[src/rtl/frame_pkg.sv]
// rtl/frame_pkg.sv - sample frame, Ethernet/MAC constants and receiver states shared with the sender
package frame_pkg;

  localparam int SAMPLE_FRAME_SIZE = 60;

  localparam logic [47:0] MAC_BROADCAST = 48'hFF_FF_FF_FF_FF_FF;
  localparam logic [47:0] MAC_LOCAL     = 48'h02_00_00_00_00_01;
  localparam logic [47:0] MAC_UNKNOWN   = 48'h00_00_00_00_00_00;

  localparam logic [15:0] ETH_TYPE_ARP  = 16'h0806;
  localparam logic [15:0] ETH_TYPE_IPV4 = 16'h0800;

  localparam logic [15:0] ARP_HTYPE_ETH    = 16'h0001;
  localparam logic [15:0] ARP_OPER_REQUEST = 16'h0001;
  localparam logic [31:0] IP_LOCAL         = 32'hC0_A8_01_01;
  localparam logic [31:0] IP_PEER          = 32'hC0_A8_01_02;

  // ARP request padded to the 60-byte Ethernet minimum; byte 0 in the MSBs.
  localparam logic [8*SAMPLE_FRAME_SIZE-1:0] SAMPLE_FRAME = {
    MAC_BROADCAST, MAC_LOCAL, ETH_TYPE_ARP,
    ARP_HTYPE_ETH, ETH_TYPE_IPV4, 8'h06, 8'h04, ARP_OPER_REQUEST,
    MAC_LOCAL, IP_LOCAL, MAC_UNKNOWN, IP_PEER,
    144'h0
  };

  typedef enum logic [1:0] {
    RX_SYNC,
    RX_IDLE,
    RX_RECV,
    RX_STATUS
  } rx_state_e;

  function automatic logic [15:0] sat_inc16(input logic [15:0] v);
    return (v == 16'hFFFF) ? v : v + 16'd1;
  endfunction

endpackage

[src/rtl/frame_rx_stats.sv]
// rtl/frame_rx_stats.sv - saturating good/error/timeout frame counters
module frame_rx_stats
  import frame_pkg::*;
(
  input  logic        clk,
  input  logic        rst,
  input  logic        good_pulse,
  input  logic        err_pulse,
  input  logic        timeout_pulse,
  output logic [15:0] good_cnt,
  output logic [15:0] err_cnt,
  output logic [15:0] timeout_cnt
);

  logic [15:0] good_cnt_q, good_cnt_d;
  logic [15:0] err_cnt_q, err_cnt_d;
  logic [15:0] timeout_cnt_q, timeout_cnt_d;

  always_comb begin
    good_cnt_d    = good_pulse    ? sat_inc16(good_cnt_q)    : good_cnt_q;
    err_cnt_d     = err_pulse     ? sat_inc16(err_cnt_q)     : err_cnt_q;
    timeout_cnt_d = timeout_pulse ? sat_inc16(timeout_cnt_q) : timeout_cnt_q;
  end

  always_ff @(posedge clk or posedge rst) begin
    if (rst) begin
      good_cnt_q    <= '0;
      err_cnt_q     <= '0;
      timeout_cnt_q <= '0;
    end else begin
      good_cnt_q    <= good_cnt_d;
      err_cnt_q     <= err_cnt_d;
      timeout_cnt_q <= timeout_cnt_d;
    end
  end

  assign good_cnt    = good_cnt_q;
  assign err_cnt     = err_cnt_q;
  assign timeout_cnt = timeout_cnt_q;

endmodule

[src/rtl/frame_receiver.sv]
// rtl/frame_receiver.sv - checks received frames against the sample frame; FRAME_RECEIVER_STATS_EN adds counters
module frame_receiver
  import frame_pkg::*;
#(
  parameter int                          EXP_FRAME_SIZE = SAMPLE_FRAME_SIZE,
  parameter logic [8*EXP_FRAME_SIZE-1:0] EXP_FRAME      = SAMPLE_FRAME,
  parameter int                          STATUS_TIMEOUT = 16
) (
  input  logic        rx_clk,
  input  logic        reset,
  output logic        conf_rx_en,
  output logic        conf_rx_jumbo_en,
  output logic        conf_rx_no_chk_crc,
  input  logic [7:0]  mac_rx_data,
  input  logic        mac_rx_dvld,
  input  logic        mac_rx_goodframe,
  input  logic        mac_rx_badframe,
  output logic        frame_received,
  output logic        frame_error,
  output logic [15:0] rx_len
`ifdef FRAME_RECEIVER_STATS_EN
  ,
  output logic [15:0] good_cnt,
  output logic [15:0] err_cnt,
  output logic [15:0] timeout_cnt
`endif
);

  localparam logic [15:0] FRAME_LEN = 16'(EXP_FRAME_SIZE);
  localparam logic [15:0] TMO_LAST  = 16'(STATUS_TIMEOUT - 1);

  rx_state_e   state_q, state_d;
  logic [15:0] idx_q, idx_d;
  logic [15:0] tmo_q, tmo_d;
  logic [15:0] rx_len_q, rx_len_d;
  logic        mism_q, mism_d;
  logic        stat_good_q, stat_good_d;
  logic        stat_bad_q, stat_bad_d;
  logic        conf_rx_en_q;
  logic        frame_received_q, frame_received_d;
  logic        frame_error_q, frame_error_d;
  logic        timeout_d;

  logic [15:0] cur_idx, byte_off;
  logic [7:0]  exp_byte;
  logic        byte_diff, st_good, st_bad, st_any, pass;

  // Outside RECV a valid byte always opens a new frame at index 0.
  always_comb begin
    cur_idx   = (state_q == RX_RECV) ? idx_q : 16'd0;
    byte_off  = FRAME_LEN - 16'd1 - cur_idx;
    exp_byte  = 8'(EXP_FRAME >> {byte_off, 3'b000});
    byte_diff = (cur_idx < FRAME_LEN) && (mac_rx_data != exp_byte);
    st_good   = stat_good_q | mac_rx_goodframe;
    st_bad    = stat_bad_q | mac_rx_badframe;
    st_any    = st_good | st_bad;
    pass      = st_good && !st_bad && !mism_q && (idx_q >= FRAME_LEN);
  end

  always_comb begin
    state_d          = state_q;
    idx_d            = idx_q;
    tmo_d            = tmo_q;
    rx_len_d         = rx_len_q;
    mism_d           = mism_q;
    stat_good_d      = stat_good_q;
    stat_bad_d       = stat_bad_q;
    frame_received_d = 1'b0;
    frame_error_d    = 1'b0;
    timeout_d        = 1'b0;
    case (state_q)
      RX_SYNC: begin
        if (!mac_rx_dvld) state_d = RX_IDLE;
      end
      RX_IDLE: begin
        if (mac_rx_dvld) begin
          state_d     = RX_RECV;
          idx_d       = sat_inc16(cur_idx);
          mism_d      = byte_diff;
          stat_good_d = 1'b0;
          stat_bad_d  = 1'b0;
        end
      end
      RX_RECV: begin
        // Keep a status pulse that lands before STATUS is reached.
        stat_good_d = stat_good_q | mac_rx_goodframe;
        stat_bad_d  = stat_bad_q | mac_rx_badframe;
        if (mac_rx_dvld) begin
          idx_d  = sat_inc16(idx_q);
          mism_d = mism_q | byte_diff;
        end else begin
          state_d = RX_STATUS;
          tmo_d   = 16'd0;
        end
      end
      RX_STATUS: begin
        if (st_any || mac_rx_dvld || (tmo_q == TMO_LAST)) begin
          frame_received_d = st_any && pass;
          frame_error_d    = !(st_any && pass);
          timeout_d        = !st_any && !mac_rx_dvld;
          rx_len_d         = idx_q;
          state_d          = RX_IDLE;
          stat_good_d      = 1'b0;
          stat_bad_d       = 1'b0;
        end else begin
          tmo_d = sat_inc16(tmo_q);
        end
        if (mac_rx_dvld) begin
          state_d = RX_RECV;
          idx_d   = sat_inc16(cur_idx);
          mism_d  = byte_diff;
        end
      end
      default: state_d = RX_SYNC;
    endcase
  end

  always_ff @(posedge rx_clk or posedge reset) begin
    if (reset) begin
      state_q          <= RX_SYNC;
      idx_q            <= '0;
      tmo_q            <= '0;
      rx_len_q         <= '0;
      mism_q           <= 1'b0;
      stat_good_q      <= 1'b0;
      stat_bad_q       <= 1'b0;
      conf_rx_en_q     <= 1'b0;
      frame_received_q <= 1'b0;
      frame_error_q    <= 1'b0;
    end else begin
      state_q          <= state_d;
      idx_q            <= idx_d;
      tmo_q            <= tmo_d;
      rx_len_q         <= rx_len_d;
      mism_q           <= mism_d;
      stat_good_q      <= stat_good_d;
      stat_bad_q       <= stat_bad_d;
      conf_rx_en_q     <= 1'b1;
      frame_received_q <= frame_received_d;
      frame_error_q    <= frame_error_d;
    end
  end

  assign conf_rx_en         = conf_rx_en_q;
  assign conf_rx_jumbo_en   = 1'b0;
  assign conf_rx_no_chk_crc = 1'b0;
  assign frame_received     = frame_received_q;
  assign frame_error        = frame_error_q;
  assign rx_len             = rx_len_q;

`ifdef FRAME_RECEIVER_STATS_EN
  logic timeout_q;

  always_ff @(posedge rx_clk or posedge reset) begin
    if (reset) timeout_q <= 1'b0;
    else       timeout_q <= timeout_d;
  end

  frame_rx_stats u_stats (
    .clk           (rx_clk),
    .rst           (reset),
    .good_pulse    (frame_received_q),
    .err_pulse     (frame_error_q),
    .timeout_pulse (timeout_q),
    .good_cnt      (good_cnt),
    .err_cnt       (err_cnt),
    .timeout_cnt   (timeout_cnt)
  );
`else
  logic unused_timeout;
  assign unused_timeout = timeout_d;
`endif

endmodule

[config.mk]
export PLATFORM = sky130hd
export DESIGN_NAME = frame_receiver
export DESIGN_NICKNAME = d
export VERILOG_FILES = /design/src/rtl/frame_pkg.sv /design/src/rtl/frame_rx_stats.sv /design/src/rtl/frame_receiver.sv
export SDC_FILE = /design/constraint.sdc
export NUM_CORES = 1
export LEC_CHECK = 0
export CAP_MARGIN = 20
export CORE_MARGIN = 2
export CORE_UTILIZATION = 30
export DETAILED_ROUTE_END_ITERATION = 7
export HOLD_SLACK_MARGIN = 0.1
export MAX_ROUTING_LAYER = met4
export PLACE_DENSITY = 0.44
export SLEW_MARGIN = 20
export SYNTH_ARGS = -nofsm -noshare
export SYNTH_HDL_FRONTEND = slang
export SYNTH_SLANG_ARGS = --single-unit
[constraint.sdc]
create_clock -name rx_clk -period 3.35 [get_ports rx_clk]
set_input_delay 0.67 -clock rx_clk [delete_from_list [all_inputs] [get_ports rx_clk]]
set_output_delay 0.67 -clock rx_clk [all_outputs]
set_load 0.005 [all_outputs]
==> flow_summary.json <==
{
  "final.period_utilization": 0.824,
  "synth_top_cells_by_area": "dfrtp_1 41%, mux2_2 5.6%, o21ai_0 5.3%, nand2_1 4.1%, nor2_1 3.2%",
  "most_common_cell_after_layout_fill_and_taps_aside": "dfrtp_1",
  "holdCritPathClass": "flip-flop to flip-flop",
  "cp_data_required_time_ps": 3570,
  "worst_clock_skew_ps": 3.55,
  "sequence_of_cells_on_the_critical_path": "clkdlybuf4s50_1 > or2_2 > or3_1 > o31ai_1 > o2111ai_1 > nor2_2 > nand4_1 > o21ai_0",
  "hold_slack_ps": 509,
  "tns_ps": 0,
  "grt.total_usage": 0.151,
  "syn-instance-count": 380,
  "cp_top_family": "simple AND/OR/NAND/NOR gates",
  "cts-resized-gates": 0,
  "critical_path.reg2reg.endpoint": "mism_q",
  "maxClockFrequency_mhz": 362,
  "antenna_violating_nets_post_route": 0,
  "finalWirelength_um": 8600,
  "antenna_cells_inserted": 0,
  "area_delta_synth_final_pct": 18.9,
  "max-clock-path-buffers": 2,
  "vdd_drop_max_uv": 240,
  "power_density_nw_per_um2": 510,
  "die_boundary_height_um": 111,
  "avgViaCountPerCell": 5.29,
  "clock_tree_from_tritoncts": "built",
  "die_outline_area_sq_um": 12300,
  "ys_seq_elements": 56,
  "floorplan.die.width_um": 111,
  "grt-ovfl-total": 0,
  "worst_case_headroom_to_the_max_slew_limit": 0.398,
  "finalMaxSlewViolations": 0,
  "avgSynthCellArea_sq_um": 9.02,
  "synth-async-reset-ratio": 1.00,
  "synth_top_flop_cell": "dfrtp_1",
  "cts-hold-fix-buffers": 0,
  "post-route-cell-area_sq_um": 4080,
  "dpl_cell_area_sq_um": 3890,
  "initial_core_util": 0.304,
  "crit_slowest_cell": "clkdlybuf4s50_1",
  "synth_area_leader_cell": "dfrtp_1",
  "p_leak_nw": 1.68,
  "iteration_count_of_the_initial_detailed_routing_pass": 5,
  "post-synth-top-area-fraction": 0.409,
  "most-common-layout-cells": "56 x dfrtp_1, 37 x nand2_1, 36 x o21ai_0",
  "mappedNetlistArea_sq_um": 3430,
  "ios": 34,
  "globalplace.congestion": 0.813,
  "report.final.setup_viol": 0,
  "post_drt_wl_per_cell_um": 15.6,
  "worstRegToRegCells": 8,
  "dp_hpwl_um": 6070,
  "synthDistinctLibCells": 70,
  "cts_post_setup_buffers_inserted": 0,
  "critPathArrivalTime_ps": 2980,
  "placement.setup.worst_slack_ps": 249,
  "critical_path_peak_fanout": 10,
  "tightestPinTransition_ps": 903,
  "cts.clk_slew.worst_paths_ps": 70,
  "grt_pass1_vias": 2831,
  "min_to": "rx_len[5]",
  "number_of_synthesized_flops_with_an_enable_pin": 0,
  "drt_iter0_drc": 234,
  "finalPower_mw": 2.08,
  "clockRootBuffer": "clkbuf_16",
  "critical-path-max-stage-delay_ps": 430,
  "timing.final.crit_period_ps": 2760,
  "worst_setup_path_start_kind": "input port",
  "timing.final.ws_setup_ps": 589,
  "grt_start_max_net_pins": 33,
  "remaining_drc_errors": 0,
  "clock_tree.htree_level_count": 2,
  "core_area_sq_um": 11300,
  "cts_made_buffers": 5,
  "antenna_violations_before_repair": 0,
  "synth_warnings": 0,
  "yosysSeqAreaShare": 0.409,
  "finalNetCount": 423,
  "r2r_setup_slack_ps": 620,
  "hold_path_origin": "rx_len[5]",
  "cts_num_sinks": 56,
  "portBuffers": 31,
  "cap_viol_max_count": 0,
  "number_of_stages_on_the_worst_hold_path": 1,
  "kind_of_critical_path": "input port to flip-flop",
  "worst-path-buf-inv": 1,
  "num_vias": 2912,
  "hold_violations": 0,
  "status": "complete, no violations",
  "insertion_delay_ps": 300,
  "regToRegStartpoint": "idx_q[2]",
  "grt_pass1_wl_um": 14800,
  "unrepaired_setup_endpoints_after_global_routing": "no",
  "critical_path.endpoint_type": "flip-flop",
  "fp-row-count": 39,
  "layout-drive-gt1-share": 0.125
}
-- registers in the layout, summed over array words and instances, names as in the netlist --
name / flops
conf_rx_en: 1
frame_error: 1
frame_received: 1
idx_q: 16
mism_q: 1
rx_len: 16
stat_bad_q: 1
stat_good_q: 1
state_q: 2
tmo_q: 16
-- worst max path at each step --
stage | from | end | slack (ps) | cells past startpoint
CTS | mac_rx_goodframe | tmo_q[7] | 550 | 8
detailed placement | mac_rx_goodframe | tmo_q[14] | 250 | 8
finish | mac_rx_goodframe | tmo_q[7] | 590 | 8
floorplan | mac_rx_goodframe | tmo_q[14] | 890 | 8
global placement | mac_rx_goodframe | tmo_q[9] | 300 | 8
global route | mac_rx_goodframe | tmo_q[13] | 310 | 8
-- Yosys cell counts, types with 2 or more instances --
cell type / instances
conb_1: 2
buf_2: 6
buf_1: 2
dfrtp_1: 56
nand4b_1: 2
inv_1: 10
a211oi_1: 2
ha_1: 4
clkbuf_1: 12
and4_1: 5
a31oi_1: 5
xnor2_1: 10
nand2b_1: 5
o31ai_1: 5
a21oi_1: 14
and2_1: 6
o22ai_1: 2
nor4_1: 12
o221ai_1: 2
xor2_1: 2
o21ai_0: 36
or2_2: 2
nor3_1: 13
nand4_1: 7
nor2_1: 29
mux2_2: 17
o32a_1: 2
nand3b_1: 2
o2111a_1: 2
nand2_1: 37
o31a_1: 2
a221oi_1: 2
nor4bb_1: 2
nand3_1: 15
buf_4: 3
a22oi_1: 2
a211o_1: 3
or3_1: 4
and3_1: 5
-- routing by layer --
layer / GRT usage / vias to the layer above / wire, um
met2: 0.213 / 67 / 3770
met1: 0.225 / 1386 / 4470
li1: - / 1453 / -
met3: 0.0230 / 6 / 293
met5: - / - / 0
met4: 0.0408 / 0 / 75
-- where the power goes --
group	total, mW	switching, mW	internal (mW)
Combinational	0.585	0.291	0.294
Sequential	0.854	0.115	0.739
Clock	0.638	0.244	0.394
Total	2.08	0.650	1.43
-- stage by stage --
| stage | util | std cells |
|---|---|---|
| 6_report | 0.362 | 550 |
| 5_1_grt | 0.362 | 550 |
| 4_1_cts | 0.362 | 550 |
| 3_5_place_dp | 0.345 | 542 |
| 3_3_place_gp | 0.345 | 542 |
| 2_1_floorplan | - | 381 |
-- layout make-up --
type	count	area, sq um
multi-input cells	290	1860
inverters	10	37.5
clock buffers	7	153
well taps	143	179
clock inverters	1	30.0
fillers	1182	7200
flip-flops and latches	56	1400
repair buffers	43	413
-- cell families (layout without fill, tap and decap cells) --
group                    Yosys count  after routing  synth area share
flip-flops                        56             56             0.409
buffers and inverters             35             61            0.0489
other                              2              3           0.00219
AO/OA/AOI/OAI                     93             93             0.180
multiplexers                      18             18            0.0588
AND/OR/NAND/NOR                  160            160             0.257
XOR/XNOR                          12             12            0.0307
adder cells (fa/ha/maj)            4              4            0.0146
-- worst register-to-register path: stages (launching register included) --
cell	delay, ps
dfrtp_1	630
buf_4	260
nand3_1	110
nor4_1	330
a221oi_1	220
or4bb_1	500
nor2_1	100
o311ai_1	110
o32a_1	360
Power figures use the tool's default switching activity.
